### config.mk
export PLATFORM = sky130hd
export DESIGN_NAME = path_executor
export DESIGN_NICKNAME = d
export VERILOG_FILES = /design/src/rtl/path_executor.sv
export SDC_FILE = /design/constraint.sdc
export NUM_CORES = 1
export LEC_CHECK = 0
export ABC_AREA = 1
export BUFFER_PORTS_ARGS = -buffer_cell sky130_fd_sc_hd__buf_2
export CAP_MARGIN = 30
export CORE_MARGIN = 2
export CORE_UTILIZATION = 45
export DETAILED_ROUTE_END_ITERATION = 10
export GPL_ROUTABILITY_DRIVEN = 0
export PLACE_DENSITY = 0.65
export REMOVE_ABC_BUFFERS = 1
export SLEW_MARGIN = 20
export SYNTH_ARGS = -nofsm -noshare
export SYNTH_HDL_FRONTEND = slang
export SYNTH_SLANG_ARGS = --single-unit
### constraint.sdc
create_clock -name clk -period 4.75 [get_ports clk]
set_clock_uncertainty 0.2 [all_clocks]
set_input_delay 0.475 -clock clk [delete_from_list [all_inputs] [get_ports clk]]
set_output_delay 0.475 -clock clk [all_outputs]
set_load 0.05 [all_outputs]
### src/rtl/path_executor.sv
// path_executor: requests a path from the planner and streams its hops to the motion controller
module path_executor #(
    parameter int NODE_W    = 5,
    parameter int MAX_HOPS  = 10,
    parameter int NUM_NODES = 26,
    parameter int SENTINEL  = 27,
    parameter int HOME_NODE = 0,
    parameter int TIMEOUT   = 2047
) (
    input  logic                       clk,
    input  logic                       rst,
    input  logic                       goal_valid,
    input  logic [NODE_W-1:0]          goal_node,
    output logic                       goal_ready,
    output logic                       plan_start,
    output logic [NODE_W-1:0]          plan_s_node,
    output logic [NODE_W-1:0]          plan_e_node,
    input  logic                       plan_done,
    input  logic [NODE_W*MAX_HOPS-1:0] plan_path,
    output logic                       node_valid,
    output logic [NODE_W-1:0]          node_out,
    input  logic                       node_ready,
    output logic [3:0]                 hop_idx,
    output logic [NODE_W-1:0]          cur_node,
    output logic                       busy,
    output logic                       arrived,
    output logic                       error
);
    localparam int LW = $clog2(MAX_HOPS + 1);
    localparam int TW = $clog2(TIMEOUT + 2);
    localparam logic [NODE_W-1:0] NN = NODE_W'(NUM_NODES);
    localparam logic [NODE_W-1:0] SN = NODE_W'(SENTINEL);
    localparam logic [NODE_W-1:0] HN = NODE_W'(HOME_NODE);
    localparam logic [TW-1:0] TMO = TW'(TIMEOUT);

    typedef enum logic [2:0] {IDLE, REQ, WAIT_CLR, WAIT_DONE, PARSE, STREAM, FINISH} state_t;

    state_t                     state_q, state_d;
    logic [NODE_W*MAX_HOPS-1:0] path_q, path_d;
    logic [NODE_W-1:0]          cur_q, cur_d, s_q, s_d, e_q, e_d, out_q, out_d;
    logic [3:0]                 hop_q, hop_d;
    logic [LW-1:0]              ptr_q, ptr_d;
    logic [TW-1:0]              tmr_q, tmr_d;
    logic                       start_q, start_d, valid_q, valid_d, arr_q, arr_d, err_q, err_d;
    logic                       busy_q, busy_d, ready_q, ready_d;
    logic [NODE_W-1:0]          slot [MAX_HOPS];
    logic [LW-1:0]              len, last;

    // path is stored goal-first; len is the first slot that is not a real node
    always_comb begin
        len = LW'(MAX_HOPS);
        for (int k = MAX_HOPS - 1; k >= 0; k--) begin
            slot[k] = path_q[k*NODE_W +: NODE_W];
            if (slot[k] >= NN || slot[k] == SN) len = LW'(k);
        end
        last = (len == '0) ? '0 : len - LW'(1);
    end

    always_comb begin
        state_d = state_q;
        path_d  = path_q;
        cur_d   = cur_q;
        s_d     = s_q;
        e_d     = e_q;
        out_d   = out_q;
        hop_d   = hop_q;
        ptr_d   = ptr_q;
        tmr_d   = tmr_q;
        valid_d = valid_q;
        start_d = 1'b0;
        arr_d   = 1'b0;
        err_d   = 1'b0;
        case (state_q)
            IDLE: if (goal_valid) begin
                if (goal_node >= NN) err_d = 1'b1;
                else if (goal_node == cur_q) arr_d = 1'b1;
                else begin
                    s_d     = cur_q;
                    e_d     = goal_node;
                    tmr_d   = '0;
                    start_d = 1'b1;
                    state_d = REQ;
                end
            end
            REQ: begin
                tmr_d   = tmr_q + TW'(1);
                state_d = WAIT_CLR;
            end
            WAIT_CLR, WAIT_DONE: begin
                tmr_d = tmr_q + TW'(1);
                if (state_q == WAIT_CLR && !plan_done) state_d = WAIT_DONE;
                else if (state_q == WAIT_DONE && plan_done) begin
                    path_d  = plan_path;
                    state_d = PARSE;
                end else if (tmr_q >= TMO) begin
                    err_d   = 1'b1;
                    state_d = IDLE;
                end
            end
            PARSE: if (len < LW'(2) || slot[0] != e_q || slot[last] != cur_q) begin
                err_d   = 1'b1;
                state_d = IDLE;
            end else begin
                ptr_d   = len - LW'(2);
                out_d   = slot[len - LW'(2)];
                hop_d   = '0;
                valid_d = 1'b1;
                state_d = STREAM;
            end
            STREAM: if (node_ready) begin
                cur_d = out_q;
                hop_d = hop_q + 4'd1;
                if (ptr_q == '0) begin
                    valid_d = 1'b0;
                    arr_d   = 1'b1;
                    state_d = FINISH;
                end else begin
                    ptr_d = ptr_q - LW'(1);
                    out_d = slot[ptr_q - LW'(1)];
                end
            end
            default: state_d = IDLE;
        endcase
        busy_d  = state_d != IDLE;
        ready_d = state_d == IDLE;
    end

    always_ff @(posedge clk or posedge rst) begin
        if (rst) begin
            state_q <= IDLE;
            path_q  <= '0;
            cur_q   <= HN;
            s_q     <= '0;
            e_q     <= '0;
            out_q   <= '0;
            hop_q   <= '0;
            ptr_q   <= '0;
            tmr_q   <= '0;
            start_q <= 1'b0;
            valid_q <= 1'b0;
            arr_q   <= 1'b0;
            err_q   <= 1'b0;
            busy_q  <= 1'b0;
            ready_q <= 1'b1;
        end else begin
            state_q <= state_d;
            path_q  <= path_d;
            cur_q   <= cur_d;
            s_q     <= s_d;
            e_q     <= e_d;
            out_q   <= out_d;
            hop_q   <= hop_d;
            ptr_q   <= ptr_d;
            tmr_q   <= tmr_d;
            start_q <= start_d;
            valid_q <= valid_d;
            arr_q   <= arr_d;
            err_q   <= err_d;
            busy_q  <= busy_d;
            ready_q <= ready_d;
        end
    end

    assign goal_ready  = ready_q;
    assign plan_start  = start_q;
    assign plan_s_node = s_q;
    assign plan_e_node = e_q;
    assign node_valid  = valid_q;
    assign node_out    = out_q;
    assign hop_idx     = hop_q;
    assign cur_node    = cur_q;
    assign busy        = busy_q;
    assign arrived     = arr_q;
    assign error       = err_q;
endmodule

### Word-level counts from Yosys, hierarchy flattened

Cells that the tools add are included.

| word-level totals | value |
|---|---|
| register bits | 99 |
| bits of input ports | 60 |
| output and inout port bits | 30 |
| logic and storage cells | 164 |

| operators by class | value |
|---|---|
| add/sub/neg operators | 5 |
| magnitude comparators | 16 |
| equal/unequal tests | 25 |
| multiplexer cells | 66 |
| bitwise gates (word level) | 6 |
| reduce and logical (&&, ||, !) cells | 31 |

Operators with widths:

| cell | count |
|---|---|
| >= comparator 5 bit (second input constant) | 14 |
| binary-select mux 5 bit (select 4 bit) | 3 |
| 2-to-1 mux 4 bit | 15 |
| equality test 5 bit (second input constant) | 10 |
| 2-to-1 mux 5 bit | 9 |
| 2-to-1 mux 12 bit | 3 |
| 2-to-1 mux 3 bit | 9 |
| case mux 12 bit (2 select lines) | 1 |
| 2-to-1 mux 1 bit | 18 |
| case mux 4 bit (2 select lines) | 2 |
| AND reduction 4 bit | 4 |
| NOT 4 -> 5 bit | 3 |
| case mux 3 bit (5 select lines) | 1 |
| != test 2 bit (second input constant) | 7 |
| adder 12 x 1 -> 12 bit (second input constant) | 1 |
| >= comparator 12 x 11 -> 1 bit (second input constant) | 1 |
| logical OR 1 bit | 12 |
| != test 5 bit | 2 |
| case mux 5 bit (2 select lines) | 1 |
| logical NOT 4 bit | 2 |
| subtractor 4 x 1 -> 4 bit (second input constant) | 2 |
| equality test 3 x 2 -> 1 bit (second input constant) | 2 |
| equality test 3 bit (second input constant) | 2 |
| logical NOT 3 bit | 2 |
| 17 further kinds | 23 |

### Longest topological paths before layout

| logic depth | value |
|---|---|
| depth in word-level cells | 23 |
| depth in mapped cells | 28 |
| depth with buffers taken out | 28 |

### Worst setup path after synthesis

No wires, ideal clock.

| path | value |
|---|---|
| kind | reg2reg |
| start point | reg path_q[43] |
| end point | reg hop_q[0] (netlist: hop_idx[0]) |
| library setup time | 0.120 ns |
| arrival | 2.605 ns |
| data required time | 4.430 ns |
| setup slack | 1.826 ns |
| cell stages (with the launch flop) | 24 |
| buffers on the path | 0 |
| clock period less this slack | 2.924 ns |
| path through | dfrtp_1 > nand2_1 > clkinv_1 > nand2_1 > o21ai_0 > nand2_1 > nand2_1 > a21oi_4 > inv_2 > ha_1 > inv_1 > nor2_1 > nand2_1 > nand3_1 > inv_1 > nand2_1 > nand3_1 > nand2_1 > nor2_1 > nand3_2 > nand2_4 > nand3_1 > nand2_1 > nand2_1 |

| on the way | value |
|---|---|
| word-level cells in the longest chain between the ends | 21 |
| elaborated cells between the ends (all ways) | 25 |
| those cells by class | 1 x add/sub; 2 x order compare; 3 x eq/ne; 13 x mux; 1 x bitwise; 5 x reduce/logical |

RTL lines:

| item | RTL line | RTL |
|---|---|---|
| from (decl) | 39 | `logic [NODE_W*MAX_HOPS-1:0] path_q, path_d;` |
| from (signal assigned) | 147 | `path_q <= path_d;` |
| >= comparator 5 bit / equality test 5 bit (equally long branches) | 54 | `if (slot[k] >= NN \|\| slot[k] == SN) len = LW'(k);` |
| logical OR 1 bit | 54 |  |
| 2-to-1 mux 4 bit (9 in a row) | 54 |  |
| subtractor 4 x 1 -> 4 bit / logical NOT 4 bit (equally long branches) | 56 | `last = (len == '0) ? '0 : len - LW'(1);` |
| 2-to-1 mux 4 bit | 56 |  |
| NOT 4 -> 5 bit (implied by the code) | 100 | `PARSE: if (len < LW'(2) \|\| slot[0] != e_q \|\| slot[last] != cur_q) begin` |
| binary-select mux 5 bit (select 4 bit) | 100 |  |
| 2-to-1 mux 5 bit (implied by the code) (2 in a row) | 100 |  |
| != test 5 bit | 100 |  |
| logical OR 1 bit (*) | 100 |  |
| != test 2 bit (no line) (*) | n/a |  |
| AND reduction 3 bit (no line) (*) | n/a |  |
| to (signal assigned) | 152 | `hop_q <= hop_d;` |
| to (decl) | 41 | `logic [3:0] hop_q, hop_d;` |

Mark *: on every way between the ends. The rest lies on a longest branch, timed or not. The select of a mux whose other input is x is not followed.
A chain may end at the register's enable or synchronous reset.

### Final worst setup path

| path | value |
|---|---|
| start point | reg path_q[42] |
| end point | reg hop_q[2] (netlist: hop_idx[2]) |

Same word-level chain as after synthesis.

==> flow_summary.ini <==
[synth]
ys.warnings.count = 0
synth_area_um2 = 6240
yosysSeqAreaShare_pct = 39.7
avgSynthCellArea_um2 = 7.07
synth-seq-cells = 99
synth_cell_types = 44
netlist_instances = 883

[floorplanning]
core_area_um2 = 13700
die_h_um = 122
io_pins = 90
rows = 43
die_x_um = 122
die_area_um2 = 14800
start_util_pct = 45.5

[sta]
setup_violations = 0
rsz0062_at_grt = no
tightest_slew_ns = 0.820
hold_violations = 0
fin_setup_tns_ns = 0
finalCritPeriodShare_pct = 81.7
setup_ws_ns = 0.871
max_freq_mhz = 258
final-max-slew-violation-count = 0
min_period_ns = 3.88
slew_headroom_pct = 44.9

[drt]
route.detailed.drc = 0
wl_per_cell_um = 15.5
viasPerCell = 5.44
routed-via-count = 6164
wirelength_um = 17500
first_iter_violations = 548
drt_first_pass_iters = 5
ant_nets = 0

[setup_path]
reg2reg_depth = 23
cp.required_ns = 4.80
path_class = flop to flop
r2r-start = path_q[42]$_DFFE_PP0P_
cp_data_arrival_time_ns = 3.93
rrSetupSlack_ns = 0.87
regToRegEndpoint = hop_idx[2]$_DFFE_PP0P_
startpoint_type = flop
cp_max_fo = 19
endpoint_kind = flop

[clock_network]
postCtsSetupBuffers = 0
cts-hold-fix-buffers = 0
cts_tree = done
htree_levels = 3
clock-root-buffer = clkbuf_16
clock_sinks = 99
insertion_delay_ns = 0.36
clockBufferDepth = 2
numCtsBuffers = 9
path_clk_slew_ns = 0.07
cts-resized-gates = 0

[layout]
most-common-layout-cells = nand2_1, dfrtp_1, a21oi_1, buf_2, o21ai_0
area_growth_syn_to_layout_pct = 14.0
final_area_um2 = 7110
finalNetCount = 1014
layout_commonest_cell = nand2_1
fillers = 1425
drive_gt1_share_pct = 17.4
n_antenna_cell = 0

[global_routing]
grt_overflow = 0
antenna_found_initial = 0
grt_max_degree = 93
grt_pass1_vias = 5641
grt_util_all_layers_pct = 24.7
grt_pass1_wl_um = 28800

[run]
maxCapViolations = 0

[placed_design]
pre_cts_ws_ns = 0.919
placed_area_um2 = 6770
port_buffers = 89
dp_hpwl_um = 12800

[run_status]
status = complete, no violations

[worst_hold_path]
hold_path.class = input port to async pin
==> Yosys cell counts, drive strengths merged <==
cell	count	area [um2]
o211ai	5	37.5
a311oi	1	8.76
o21a	1	7.51
dfrtp	98	2450
and3	1	6.26
o22ai	2	12.5
mux2i	1	10.0
dfstp	1	26.3
clkinv	2	7.51
a21oi	93	495
nor2	86	328
xor2	5	43.8
nand4	21	131
a22oi	3	22.5
clkbuf	29	109
a221oi	1	8.76
a31oi	5	37.5
inv	98	368
nor3	10	66.3
ha	5	62.6
nand3	63	343
nand3b	1	7.51
o2111ai	2	17.5
mux2	12	135
nand2	228	901
xnor2	5	43.8
buf	11	76.3
o311ai	1	8.76
o21ai	88	440
nor4	4	25.0
==> worst max-delay path: stages, from the launching register on <==
cell	delay (ns)
dfrtp_1	0.37
inv_1	0.14
nand2_1	0.07
nand2_1	0.08
o21ai_0	0.13
nand2_1	0.13
nand2_1	0.09
a21oi_4	0.47
inv_2	0.24
ha_1	0.24
inv_1	0.08
nor2_1	0.06
nand2_1	0.06
nand3_1	0.17
inv_1	0.18
nand2_1	0.09
nand3_1	0.09
nand2_1	0.05
nor2_1	0.19
nand3_2	0.12
nand2_4	0.18
nand3_1	0.16
nand2_1	0.11
nand2_1	0.05
==> worst max path at each step <==
stage / from / to / slack, ns / cells after the start
after floorplan: rst / arrived$_DFF_PP0_ / 1.49 / 1
after global placement: path_q[43]$_DFFE_PP0P_ / hop_idx[3]$_DFFE_PP0P_ / 0.95 / 23
after detailed placement: path_q[42]$_DFFE_PP0P_ / hop_idx[2]$_DFFE_PP0P_ / 0.92 / 23
after CTS: path_q[42]$_DFFE_PP0P_ / hop_idx[2]$_DFFE_PP0P_ / 0.91 / 23
after global routing: path_q[39]$_DFFE_PP0P_ / hop_idx[3]$_DFFE_PP0P_ / 0.51 / 26
final: path_q[42]$_DFFE_PP0P_ / hop_idx[2]$_DFFE_PP0P_ / 0.87 / 23
==> per-stage QoR <==
step,util [%],hold slack [ns],cells
detailed placement,49.4,0.257,1117
CTS,51.6,0.108,1133
floorplan,-,0.246,843
global route,51.8,0.134,1134
global placement,49.4,0.259,1117
finish,51.8,0.0638,1134
==> state kept, by name, indices dropped and copies added, names as in the netlist, 4 cells and up <==
signal / flops
tmr_q: 12
hop_idx: 4
path_q: 50
cur_node: 5
plan_e_node: 5
ptr_q: 4
plan_s_node: 5
node_out: 5
==> final cells by class <==
cell class | instances | area (um2) | share of cell area, %
multi-input combinational | 644 | 3210 | 45.1
sequential | 99 | 2480 | 34.9
timing repair buffer | 95 | 510 | 7.18
inverter | 100 | 378 | 5.31
clock buffer | 10 | 239 | 3.36
tap | 180 | 225 | 3.17
clock inverter | 6 | 71.3 | 1.00
==> kinds of logic (layout without fill, tap and decap cells) <==
kind of cell / Yosys count / in the layout / share of synthesized area [%]
adders and majority gates: 5 / 5 / 1.00
muxes: 13 / 13 / 2.33
DFF: 99 / 99 / 39.7
buffers and inverters: 140 / 211 / 8.98
AOI/OAI and AO/OA: 202 / 202 / 17.6
and+or+nand+nor: 414 / 414 / 29.0
xor gates and xnor gates: 10 / 10 / 1.40
==> layer usage <==
metal / global-route usage, % / part of all wire, % / up-vias / routed length [um]
met4: 8.76 / 3.2 / 0 / 568
met2: 37.0 / 44 / 244 / 7730
met1: 35.0 / 46 / 2835 / 8050
li1: - / - / 3044 / -
met3: 5.90 / 6.8 / 41 / 1190
met5: 0 / 0 / - / 0
Power is not shown: default switching activity piles up to over one toggle a cycle in this logic, so the estimate is an artifact.
